<file path="src/rtl/inst_queue.sv">
// Instruction queue between fetch and decode: a DEPTH-entry circular FIFO
// carrying pc, instruction word and fetch-side exception info per entry.
module inst_queue #(
    parameter int DEPTH = 8,
    parameter int PTR_W = 3
) (
    input  logic             clk,
    input  logic             rst_n,
    input  logic             flush,
    input  logic             in_valid,
    output logic             in_ready,
    input  logic [31:0]      in_pc,
    input  logic [31:0]      in_inst,
    input  logic             in_is_exception,
    input  logic [6:0]       in_exception_cause,
    output logic             out_valid,
    input  logic             out_ready,
    output logic [31:0]      out_pc,
    output logic [31:0]      out_inst,
    output logic             out_is_exception,
    output logic [6:0]       out_exception_cause,
    output logic [PTR_W:0]   count
);

    localparam int              ENTRY_W   = 72;
    localparam logic [PTR_W:0]  DEPTH_CNT = (PTR_W + 1)'(DEPTH);
    localparam logic [PTR_W:0]  CNT_ZERO  = (PTR_W + 1)'(0);
    localparam logic [PTR_W:0]  CNT_ONE   = (PTR_W + 1)'(1);
    localparam logic [PTR_W-1:0] PTR_ZERO = PTR_W'(0);
    localparam logic [PTR_W-1:0] PTR_ONE  = PTR_W'(1);

    logic [ENTRY_W-1:0] mem_r [DEPTH];
    logic [PTR_W-1:0]   head_r;
    logic [PTR_W-1:0]   tail_r;
    logic [PTR_W:0]     count_r;

    logic               full_s;
    logic               empty_s;
    logic               push_s;
    logic               pop_s;
    logic [ENTRY_W-1:0] head_entry_s;

    // Occupancy flags and handshake qualification; flush and reset squash both directions.
    always_comb begin
        full_s  = 1'b0;
        empty_s = 1'b0;
        push_s  = 1'b0;
        pop_s   = 1'b0;
        if (count_r == DEPTH_CNT) begin
            full_s = 1'b1;
        end else begin
            full_s = 1'b0;
        end
        if (count_r == CNT_ZERO) begin
            empty_s = 1'b1;
        end else begin
            empty_s = 1'b0;
        end
        if (rst_n && !flush) begin
            push_s = in_valid && !full_s;
            pop_s  = out_ready && !empty_s;
        end else begin
            push_s = 1'b0;
            pop_s  = 1'b0;
        end
    end

    // Pointer and occupancy state; reset outranks flush, which outranks push/pop.
    always_ff @(posedge clk) begin
        if (!rst_n) begin
            head_r  <= PTR_ZERO;
            tail_r  <= PTR_ZERO;
            count_r <= CNT_ZERO;
        end else if (flush) begin
            head_r  <= PTR_ZERO;
            tail_r  <= PTR_ZERO;
            count_r <= CNT_ZERO;
        end else begin
            if (push_s) begin
                tail_r <= tail_r + PTR_ONE;
            end else begin
                tail_r <= tail_r;
            end
            if (pop_s) begin
                head_r <= head_r + PTR_ONE;
            end else begin
                head_r <= head_r;
            end
            case ({push_s, pop_s})
                2'b10:   count_r <= count_r + CNT_ONE;
                2'b01:   count_r <= count_r - CNT_ONE;
                default: count_r <= count_r;
            endcase
        end
    end

    // Entry storage is deliberately left unreset; only qualified pushes write it.
    always_ff @(posedge clk) begin
        if (push_s) begin
            mem_r[tail_r] <= {in_pc, in_inst, in_is_exception, in_exception_cause};
        end
    end

    // Head entry is presented combinationally, so a new entry shows one cycle after its push.
    always_comb begin
        head_entry_s        = mem_r[head_r];
        out_pc              = head_entry_s[71:40];
        out_inst            = head_entry_s[39:8];
        out_is_exception    = head_entry_s[7];
        out_exception_cause = head_entry_s[6:0];
        out_valid           = !empty_s;
        in_ready            = !full_s && !flush;
        count               = count_r;
    end

endmodule

</file>
<file path="config.mk">
export PLATFORM = sky130hd
export DESIGN_NAME = inst_queue
export DESIGN_NICKNAME = d
export VERILOG_FILES = /design/src/rtl/inst_queue.sv
export SDC_FILE = /design/constraint.sdc
export NUM_CORES = 1
export LEC_CHECK = 0
export CAP_MARGIN = 20
export CORE_MARGIN = 1
export CORE_UTILIZATION = 55
export CTS_BUF_LIST = sky130_fd_sc_hd__clkbuf_8
export DETAILED_ROUTE_END_ITERATION = 7
export PLACE_DENSITY = 0.8
export SLEW_MARGIN = 20
export SYNTH_ARGS = -nofsm -noshare
export SYNTH_HDL_FRONTEND = slang
export SYNTH_SLANG_ARGS = --single-unit
</file>
<file path="constraint.sdc">
create_clock -name clk -period 23 [get_ports clk]
set_input_delay 4.6 -clock clk [delete_from_list [all_inputs] [get_ports clk]]
set_output_delay 4.6 -clock clk [all_outputs]
set_load 0.01 [all_outputs]
</file>
==> run_results.csv, run 1 <==
group,metric,value,unit
synthesis,syn_nets,994,
synthesis,synthTopCellsByArea,"edfxtp_1, mux4_2, mux2_4, dfxtp_1, buf_12",
die,ios,155,
die,core,40100,um2
routing,vias_per_cell,5.805,
synthesis,avgSynthCellArea,24.71,um2
die,die_area,41790,um2
timing,min_period_over_period,44.82,%
placement,port_buffers,154,
routing,dr.pass1.iters,5,
timing,tns,0,ns
setup_path,start_kind,"input port",
clock_network,tritoncts,"built",
synthesis,yosys.area.top_type_share,76.74,%
clock_network,cts.sinks,589,
power_and_ir_drop,cellLeakagePower,8.284,nW
timing,relSlewSlack,26.33,%
grt,grt_pass1_wl,63050,um
timing,drv_slew,0,
placement,dp_hpwl,21930,um
setup_path,path_common_cell,"clkdlybuf4s50_1",
power_and_ir_drop,power_density,77.54,nW/um2
synthesis,synth.largest_area_cell,"edfxtp_1",
setup_path,reg2reg_depth,5,
setup_path,crit_path_end_kind,"output port",
die,core.rowCount,73,
setup_path,crit_family,"buffers and inverters",
routing,dr_total_vias,10070,
timing,finClkSkew,0.02363,ns
grt,antenna_found_initial,6,
synthesis,yosysWarnings,0,
timing,fin_ws,12.69,ns
setup_path,slowest_stage,"clkdlybuf4s50_1",
clock_network,root_buffer,"clkbuf_8",
routing,drcViolationCount,0,
routing,postRouteWirelength,41640,um
run_status,outcome,"complete, no violations",
timing,hold_slack,0.4849,ns
hold_path,hold_depth,2,
clock_network,cts_buffer_depth,3,
setup_path,cp_cell_sequence,"clkdlybuf4s50_1 -> nor2b_1 -> clkdlybuf4s50_1",
timing,rsz0062_at_grt,"no",
timing,setup-violations-final,0,
setup_path,criticalPathCategory,"in2out",
layout,mostFrequentLayoutCell,"edfxtp_1",
clock_network,clk_latency,0.64,ns
setup_path,path_buf_inv,2,
clock_network,cts_buffers,90,
layout,finalNetCount,1217,
setup_path,critical_path.max_fanout,3,
flow_run,cap_violations,0,
clock_network,cts_htree_levels,3,
hold_path,hold_path.class,"reg2reg",
setup_path,cp.depth,3,
placement,routabilityCongestion,0.7192,
routing,wl_per_cell,24.00,um
grt,first_global_vias,10950,
die,dieHeight,204.4,um
layout,mostFrequentLayoutCells,"edfxtp_1, clkdlybuf4s50_1, mux4_2",
grt,grt_overflow,0,
timing,fin_crit,10.31,ns
setup_path,critical_path_arrival,5.71,ns
synthesis,syn_area,22540,um2
layout,drive_above_1_share,29.97,%
clock_network,holdBufCountCts,0,
synthesis,postSynthCellCount,912,
clock_network,cts_resized,0,
setup_path,critPathRequiredTime,18.40,ns
synthesis,ys_seq_area_share,77.89,%
grt,track_usage,20.77,%
setup_path,max_stage_delay,0.55,ns
timing,tightest_slew,1.105,ns
die,dieWidth,204.4,um
timing,finalHoldViolCount,0,
placement,place_inst,1567,
clock_network,cts.clk_slew.worst_paths,0.06,ns
layout,syn_to_final_growth,17.05,%
routing,drt_iter0_drc,602,
timing,max_freq,97.00,MHz
grt,grt_max_degree,63,
clock_network,post_cts_buffers,0,
layout,fin_cells,1735,
synthesis,ys_types,33,
die,start_util,56.21,%
power_and_ir_drop,ir_drop,0.00004238,V
routing,ant_nets,0,
synthesis,synth-seq-cells,589,
placement,place_ws,12.70,ns
## registers in the layout (all words and copies together), names as in the netlist, named ones only
register	count
head_r	3
tail_r	3
count	4
mem_r	576
## tightest hold or removal path: cells and delay by family (launching register included)
family          cells  cell delay (ns)
compound gates      1             0.07
simple gates        1             0.05
flops               1             0.31
## routing by layer
layer  track usage (%)  part of all wire [%]
met5                 0                 0.062
met4             7.329                   2.1
met3             4.640                   6.9
met2             34.18                    50
met1             27.52                    41
## report_power, final
| group | switching, W | leakage (nW) | internal, W |
|---|---|---|---|
| logic | 0.0000255 | 2.04 | 0.0000280 |
| clock network | 0.000386 | 0.949 | 0.000421 |
| registers | 0.00000157 | 5.30 | 0.00118 |
| total | 0.000414 | 8.28 | 0.00163 |
## cell usage after synthesis
library cell and count:
dfxtp_1 13, mux2_4 60, o41ai_1 1, mux2_2 12, nor4_1 1, buf_6 1
buf_12 7, ha_1 5, nand4_1 1, mux4_2 144, or3_1 1, nor4b_1 1
a2111oi_0 1, clkbuf_2 1, buf_1 6, nor3_1 2, nand2b_1 4, or2_2 1
nand2_1 6, xor2_1 7, nand3_1 6, edfxtp_1 576, a21oi_1 4, or4b_1 1
nand3b_1 1, buf_2 16, o31ai_1 1, nor2b_1 2, mux2i_1 1, clkbuf_1 12
or4_1 1, nor2_1 15, o21ai_0 1
## worst paths after layout
check	startpoint	to	slack (ns)
max	flush	in_ready	12.69
min reg2reg	head_r[1]$_SDFFE_PN0P_	register	0.48
max reg2reg	count[0]$_SDFFE_PN0P_	mem_r[6][46]$_DFFE_PP_	19.85
min	head_r[1]$_SDFFE_PN0P_	register	0.48
## layout make-up
class	instances	area, um2
diodes	2	5.005
clock buffers	96	1321
clock inverters	69	381.6
fillers	2512	13720
multi-input cells	280	4733
flip-flops and latches	589	17570
well taps	525	656.9
repair buffers	174	1715
## through the flow
step                power, W  area (um2)  utilization [%]
global placement    0.001258       24640            61.46
finish              0.002046       26380            65.79
detailed placement  0.001261       24640            61.46
floorplan           0.001226       22540                -
global route        0.002115       26380            65.79
CTS                 0.002066       26350            65.70
## cells by family (layout without fill, tap and decap cells)
| group | count (synthesis) | count (layout) | synth area share (%) |
|---|---|---|---|
| AO/OA/AOI/OAI | 8 | 8 | 0.2221 |
| buffers and inverters | 43 | 339 | 1.349 |
| multiplexers | 217 | 217 | 19.03 |
| AND/OR/NAND/NOR | 43 | 43 | 0.9549 |
| XOR/XNOR | 7 | 7 | 0.2720 |
| other | 0 | 2 | 0 |
| flip-flops | 589 | 589 | 77.89 |
| adder cells (fa/ha/maj) | 5 | 5 | 0.2776 |
Note: power is estimated with default switching activity, not from simulation.
==> inputs of run 2 (changes only) <==
==> constraint.sdc (replaced) <==
create_clock -name clk -period 10.8 [get_ports clk]
set_input_delay 2.16 -clock clk [delete_from_list [all_inputs] [get_ports clk]]
set_output_delay 2.16 -clock clk [all_outputs]
set_load 0.01 [all_outputs]
==> run 2 against run 1 <==
  * Setup slack lost 7.9 ns
  * Global-route usage is essentially flat
  * Critical endpoint is now out_is_exception
  * Largest cell class unchanged
  * Highest routed layer unchanged
  * Critical path type is now reg2out
  * Total power is 110% higher
==> run_results.csv, run 2 (synthesized netlist as in run 1, its figures left out) <==
group,metric,value,unit
die,dieHeight,204.4,um
grt,grt_pass1_wl,63490,um
layout,mostFrequentLayoutCells,"edfxtp_1, clkdlybuf4s50_1, mux4_2",
power_and_ir_drop,ir_drop,0.0001010,V
setup_path,max_stage_delay,0.86,ns
grt,first_global_vias,10890,
grt,track_usage,20.78,%
timing,tightest_slew,1.056,ns
timing,rsz0062_at_grt,"no",
setup_path,path_common_cell,"buf_4",
clock_network,cts_resized,0,
placement,dp_hpwl,22260,um
routing,wl_per_cell,24.30,um
layout,mostFrequentLayoutCell,"edfxtp_1",
timing,drv_slew,0,
clock_network,root_buffer,"clkbuf_8",
setup_path,cp_cell_sequence,"buf_4 -> buf_16 -> buf_4 -> mux4_2 -> mux2_2 -> clkdlybuf4s50_1",
layout,drive_above_1_share,29.63,%
die,ios,155,
layout,n_antenna_cell,0,
grt,grt_overflow,0,
setup_path,critical_path_arrival,3.88,ns
clock_network,cts.clk_slew.worst_paths,0.06,ns
timing,finClkSkew,0.01920,ns
clock_network,tritoncts,"built",
layout,top_register,"mem_r",
routing,drt_iter0_drc,795,
layout,fillerInstances,2507,
routing,postRouteWirelength,41860,um
die,core.rowCount,73,
timing,relSlewSlack,29.61,%
timing,max_freq,165.5,MHz
clock_network,holdBufCountCts,0,
grt,grt_max_degree,75,
setup_path,critPathRequiredTime,8.64,ns
power_and_ir_drop,power_density,162.4,nW/um2
layout,syn_to_final_growth,16.60,%
routing,vias_per_cell,5.820,
clock_network,cts.sinks,589,
routing,ant_nets,0,
routing,drcViolationCount,0,
die,core,40100,um2
hold_path,hold_path.class,"reg2reg",
die,die_area,41790,um2
die,dieWidth,204.4,um
timing,finalHoldViolCount,0,
timing,min_period_over_period,55.95,%
clock_network,post_cts_buffers,0,
flow_run,cap_violations,0,
layout,finalNetCount,1220,
routing,dr_total_vias,10030,
setup_path,criticalPathCategory,"reg2out",
run_status,outcome,"complete, no violations",
die,start_util,56.21,%
routing,dr.pass1.iters,5,
clock_network,cts_htree_levels,3,
setup_path,slowest_stage,"buf_4",
timing,fin_crit,6.043,ns
clock_network,clk_latency,0.64,ns
setup_path,critical_path.max_fanout,71,
placement,routabilityCongestion,0.6985,
layout,largest_reg_flops,576,
grt,antenna_found_initial,3,
timing,setup-violations-final,0,
setup_path,start_kind,"register",
timing,tns,0,ns
clock_network,cts_buffers,92,
power_and_ir_drop,cellLeakagePower,8.282,nW
layout,design_area,26280,um2
placement,dpl-instance-area,24640,um2
clock_network,cts_buffer_depth,3,
placement,port_buffers,154,
power_and_ir_drop,p_total,0.004269,W
setup_path,crit_path_end_kind,"output port",
## run 2: changes by cell type in the layout (fill, tap and decap cells not counted), sizes merged
cell,delta
buf,+1
clkinv,-15
clkinvlp,-3
diode,-2
clkbuf,-1
inv,+10
bufinv,-2
## run 2: final cells by class
type	count	area (um2)	area share [%]
Sequential cell	589	17570	66.85
Multi-Input combinational cell	280	4733	18.01
Timing Repair Buffer	175	1739	6.618
Clock buffer	95	1308	4.975
Tap cell	525	656.9	2.500
Clock inverter	59	275.3	1.047
## run 2: critical path, delay by kind of cell (launching register included)
family / cells / cell delay [ns]
DFF: 1 / 0.33
muxes: 2 / 0.70
buffers and inverters: 4 / 2.09
## run 2: worst paths after layout
path	from	end	slack (ns)	depth (start not counted)
setup / recovery	register	out_is_exception	4.76	6
hold / removal	head_r[1]$_SDFFE_PN0P_	register	0.47	2
setup reg to reg	count[0]$_SDFFE_PN0P_	mem_r[5][33]$_DFFE_PP_	7.47	4
hold reg to reg	head_r[1]$_SDFFE_PN0P_	register	0.47	2
## run 2: per-layer routing
| metal | track usage [%] | routed length [um] |
|---|---|---|
| met1 | 28.28 | 17360 |
| met5 | 0 | 38 |
| met4 | 6.610 | 639 |
| met3 | 4.815 | 2892 |
| met2 | 33.61 | 20930 |
## run 2: where the power goes
group          internal (W)  switching [W]
Combinational     0.0000598      0.0000546
Clock              0.000832       0.000799
Sequential          0.00252     0.00000338
Total               0.00341       0.000857
## run 2: through the flow
stage	std cells	hold WS, ns	setup slack [ns]	util, %
global placement	1567	0.4625	5.229	61.46
floorplan	912	0.4541	2.531	-
finish	1723	0.4735	4.757	65.54
global route	1723	0.5152	4.576	65.54
detailed placement	1567	0.4647	5.223	61.46
CTS	1721	0.4743	4.506	65.40
==> inputs of run 3 (changes only) <==
--- a/config.mk
+++ b/config.mk
@@ -10,7 +10,7 @@
 export CORE_UTILIZATION = 55
 export CTS_BUF_LIST = sky130_fd_sc_hd__clkbuf_8
 export DETAILED_ROUTE_END_ITERATION = 7
-export PLACE_DENSITY = 0.8
+export PLACE_DENSITY = 0.83
 export SLEW_MARGIN = 20
 export SYNTH_ARGS = -nofsm -noshare
 export SYNTH_HDL_FRONTEND = slang
==> constraint.sdc (replaced) <==
create_clock -name clk -period 5.1 [get_ports clk]
set_input_delay 1.02 -clock clk [delete_from_list [all_inputs] [get_ports clk]]
set_output_delay 1.02 -clock clk [all_outputs]
set_load 0.01 [all_outputs]
==> run 3 against run 2 <==
  * Via count about the same
  * Register-to-register slack worse by 5.1 ns
  * First-iteration DRC count shrank 9.3%
  * Design area grew 0.44%
  * Clock skew down 0.0044 ns
  * Largest power group unchanged
  * Hold slack better by 0.0066 ns
  * Routed wire length rose by 0.35%
  * Clock power increased by 110%
==> run_results.csv, run 3 (synthesized netlist as in run 1, its figures left out) <==
group,metric,value,unit
run_status,outcome,"complete, no violations",
grt,first_global_vias,10740,
setup_path,cp.depth,4,
timing,min_period_over_period,84.01,%
die,core,40100,um2
timing,max_freq,233.4,MHz
timing,drv_slew,0,
setup_path,criticalPathCategory,"reg2out",
timing,finalHoldViolCount,0,
setup_path,r2r-end,"mem_r[3][37]$_DFFE_PP_",
timing,relSlewSlack,45.63,%
die,dieHeight,204.4,um
power_and_ir_drop,cellLeakagePower,8.258,nW
power_and_ir_drop,p_clk_share,37.9,%
power_and_ir_drop,combinationalPowerShare,2.8,%
clock_network,post_cts_buffers,0,
layout,fillerInstances,2443,
timing,setup-violations-final,0,
layout,syn_to_final_growth,17.11,%
routing,drcViolationCount,0,
routing,dr_total_vias,10020,
die,start_util,56.21,%
setup_path,reg2reg_depth,4,
routing,postRouteWirelength,42010,um
clock_network,cts_htree_levels,3,
routing,dr.pass1.iters,5,
setup_path,max_stage_delay,0.67,ns
layout,mostFrequentLayoutCell,"edfxtp_1",
layout,seqCellArea,17570,um2
flow_run,cap_violations,0,
setup_path,critPathRequiredTime,4.08,ns
setup_path,path_buf_inv,2,
die,ios,155,
timing,finClkSkew,0.01485,ns
grt,grt_overflow,0,
power_and_ir_drop,ir_drop,0.0002227,V
routing,drt_iter0_drc,721,
timing,tightest_slew,0.8156,ns
layout,top_register,"mem_r",
clock_network,holdBufCountCts,0,
power_and_ir_drop,p_sw,0.001807,W
clock_network,tritoncts,"built",
clock_network,cts_resized,0,
setup_path,crit_family,"buffers and inverters",
setup_path,crit_path_end_kind,"output port",
timing,fin_crit,4.285,ns
setup_path,start_kind,"register",
placement,dp_hpwl,23480,um
hold_path,hold_path.class,"reg2reg",
grt,track_usage,20.90,%
power_and_ir_drop,switching_share,20.08,%
timing,fin_ws,0.8154,ns
layout,mostFrequentLayoutCells,"edfxtp_1, clkdlybuf4s50_1, mux4_2",
die,core.rowCount,73,
clock_network,cts_buffer_depth,3,
routing,ant_nets,0,
layout,largest_reg_flops,576,
power_and_ir_drop,p_total,0.009000,W
layout,multi_input_area,4746,um2
layout,drive_above_1_share,29.79,%
setup_path,cp_cell_sequence,"buf_4 -> mux4_2 -> mux2_4 -> clkdlybuf4s50_1",
clock_network,root_buffer,"clkbuf_8",
power_and_ir_drop,p_seq_share,59.4,%
routing,wl_per_cell,24.24,um
routing,vias_per_cell,5.784,
setup_path,critical_path_arrival,3.26,ns
grt,grt_pass1_wl,63440,um
timing,rsz0062_at_grt,"no",
placement,place_ws,1.355,ns
placement,routabilityCongestion,0.7101,
die,dieWidth,204.4,um
grt,grt_max_degree,73,
power_and_ir_drop,power_density,341.0,nW/um2
setup_path,reg2reg_slack,2.38,ns
hold_path,hold_depth,2,
clock_network,cts_buffers,90,
setup_path,r2r_start,"count[1]$_SDFFE_PN0P_",
placement,port_buffers,154,
clock_network,cts.clk_slew.worst_paths,0.06,ns
setup_path,critical_path.max_fanout,26,
die,die_area,41790,um2
power_and_ir_drop,internal_power,0.007193,W
grt,antenna_found_initial,4,
layout,finalNetCount,1217,
clock_network,cts.sinks,589,
setup_path,critPathCapture,"out_inst[10]",
setup_path,slowest_stage,"dfxtp_4",
clock_network,clk_latency,0.62,ns
==> run 3: changes by cell type in the layout (fill, tap and decap cells not counted), sizes merged <==
cell | before | now
clkbuf | 95 | 92
inv | 38 | 26
clkinv | 17 | 40
buf | 21 | 20
diode | 0 | 3
==> run 3: worst min path at each step <==
stage / endpoint / from
global route: register / head_r[1]$_SDFFE_PN0P_
detailed placement: register / head_r[1]$_SDFFE_PN0P_
finish: register / head_r[1]$_SDFFE_PN0P_
global placement: register / head_r[1]$_SDFFE_PN0P_
floorplan: register / head_r[1]$_SDFFE_PN0P_
CTS: register / head_r[1]$_SDFFE_PN0P_
==> run 3: power by group through the flow <==
stage / Sequential, W / Clock, W / Combinational (W)
after floorplan: 0.00545 / 0 / 0.0000802
after global placement: 0.00544 / 0 / 0.000239
after detailed placement: 0.00544 / 0 / 0.000249
after CTS: 0.00534 / 0.00349 / 0.000251
after global routing: 0.00534 / 0.00369 / 0.000265
final: 0.00534 / 0.00341 / 0.000248
==> run 3: metal layers <==
metal	vias to the layer above	track usage [%]	part of all wire [%]	routed length [um]
li1	4362	-	-	-
met2	358	33.57	50	20990
met3	73	4.735	6.5	2743
met5	-	0	0.031	13
met4	2	6.716	2.0	827
met1	5229	28.72	42	17440
==> run 3: tightest hold or removal path, stage by stage, from the launching register on <==
cell and delay (ns):
dfxtp_1 0.31, nand2_1 0.05, a21oi_1 0.07
==> run 3: final cells by class <==
type / instances / area share (%)
Antenna cell: 3 / 0.02844
Clock buffer: 92 / 4.797
Clock inverter: 70 / 1.223
Multi-Input combinational cell: 280 / 17.98
Sequential cell: 589 / 66.55
Tap cell: 525 / 2.489
Timing Repair Buffer: 174 / 6.930
==> run 3: metrics by stage <==
step | instances | hold WS (ns) | utilization (%) | area [um2] | TNS, ns
global route | 1731 | 0.5129 | 65.82 | 26390 | 0
finish | 1733 | 0.4801 | 65.83 | 26400 | 0
CTS | 1730 | 0.4815 | 65.81 | 26390 | 0
floorplan | 912 | 0.4541 | - | 22550 | -16.48
global placement | 1568 | 0.4559 | 61.85 | 24800 | 0
detailed placement | 1568 | 0.4712 | 61.85 | 24800 | 0
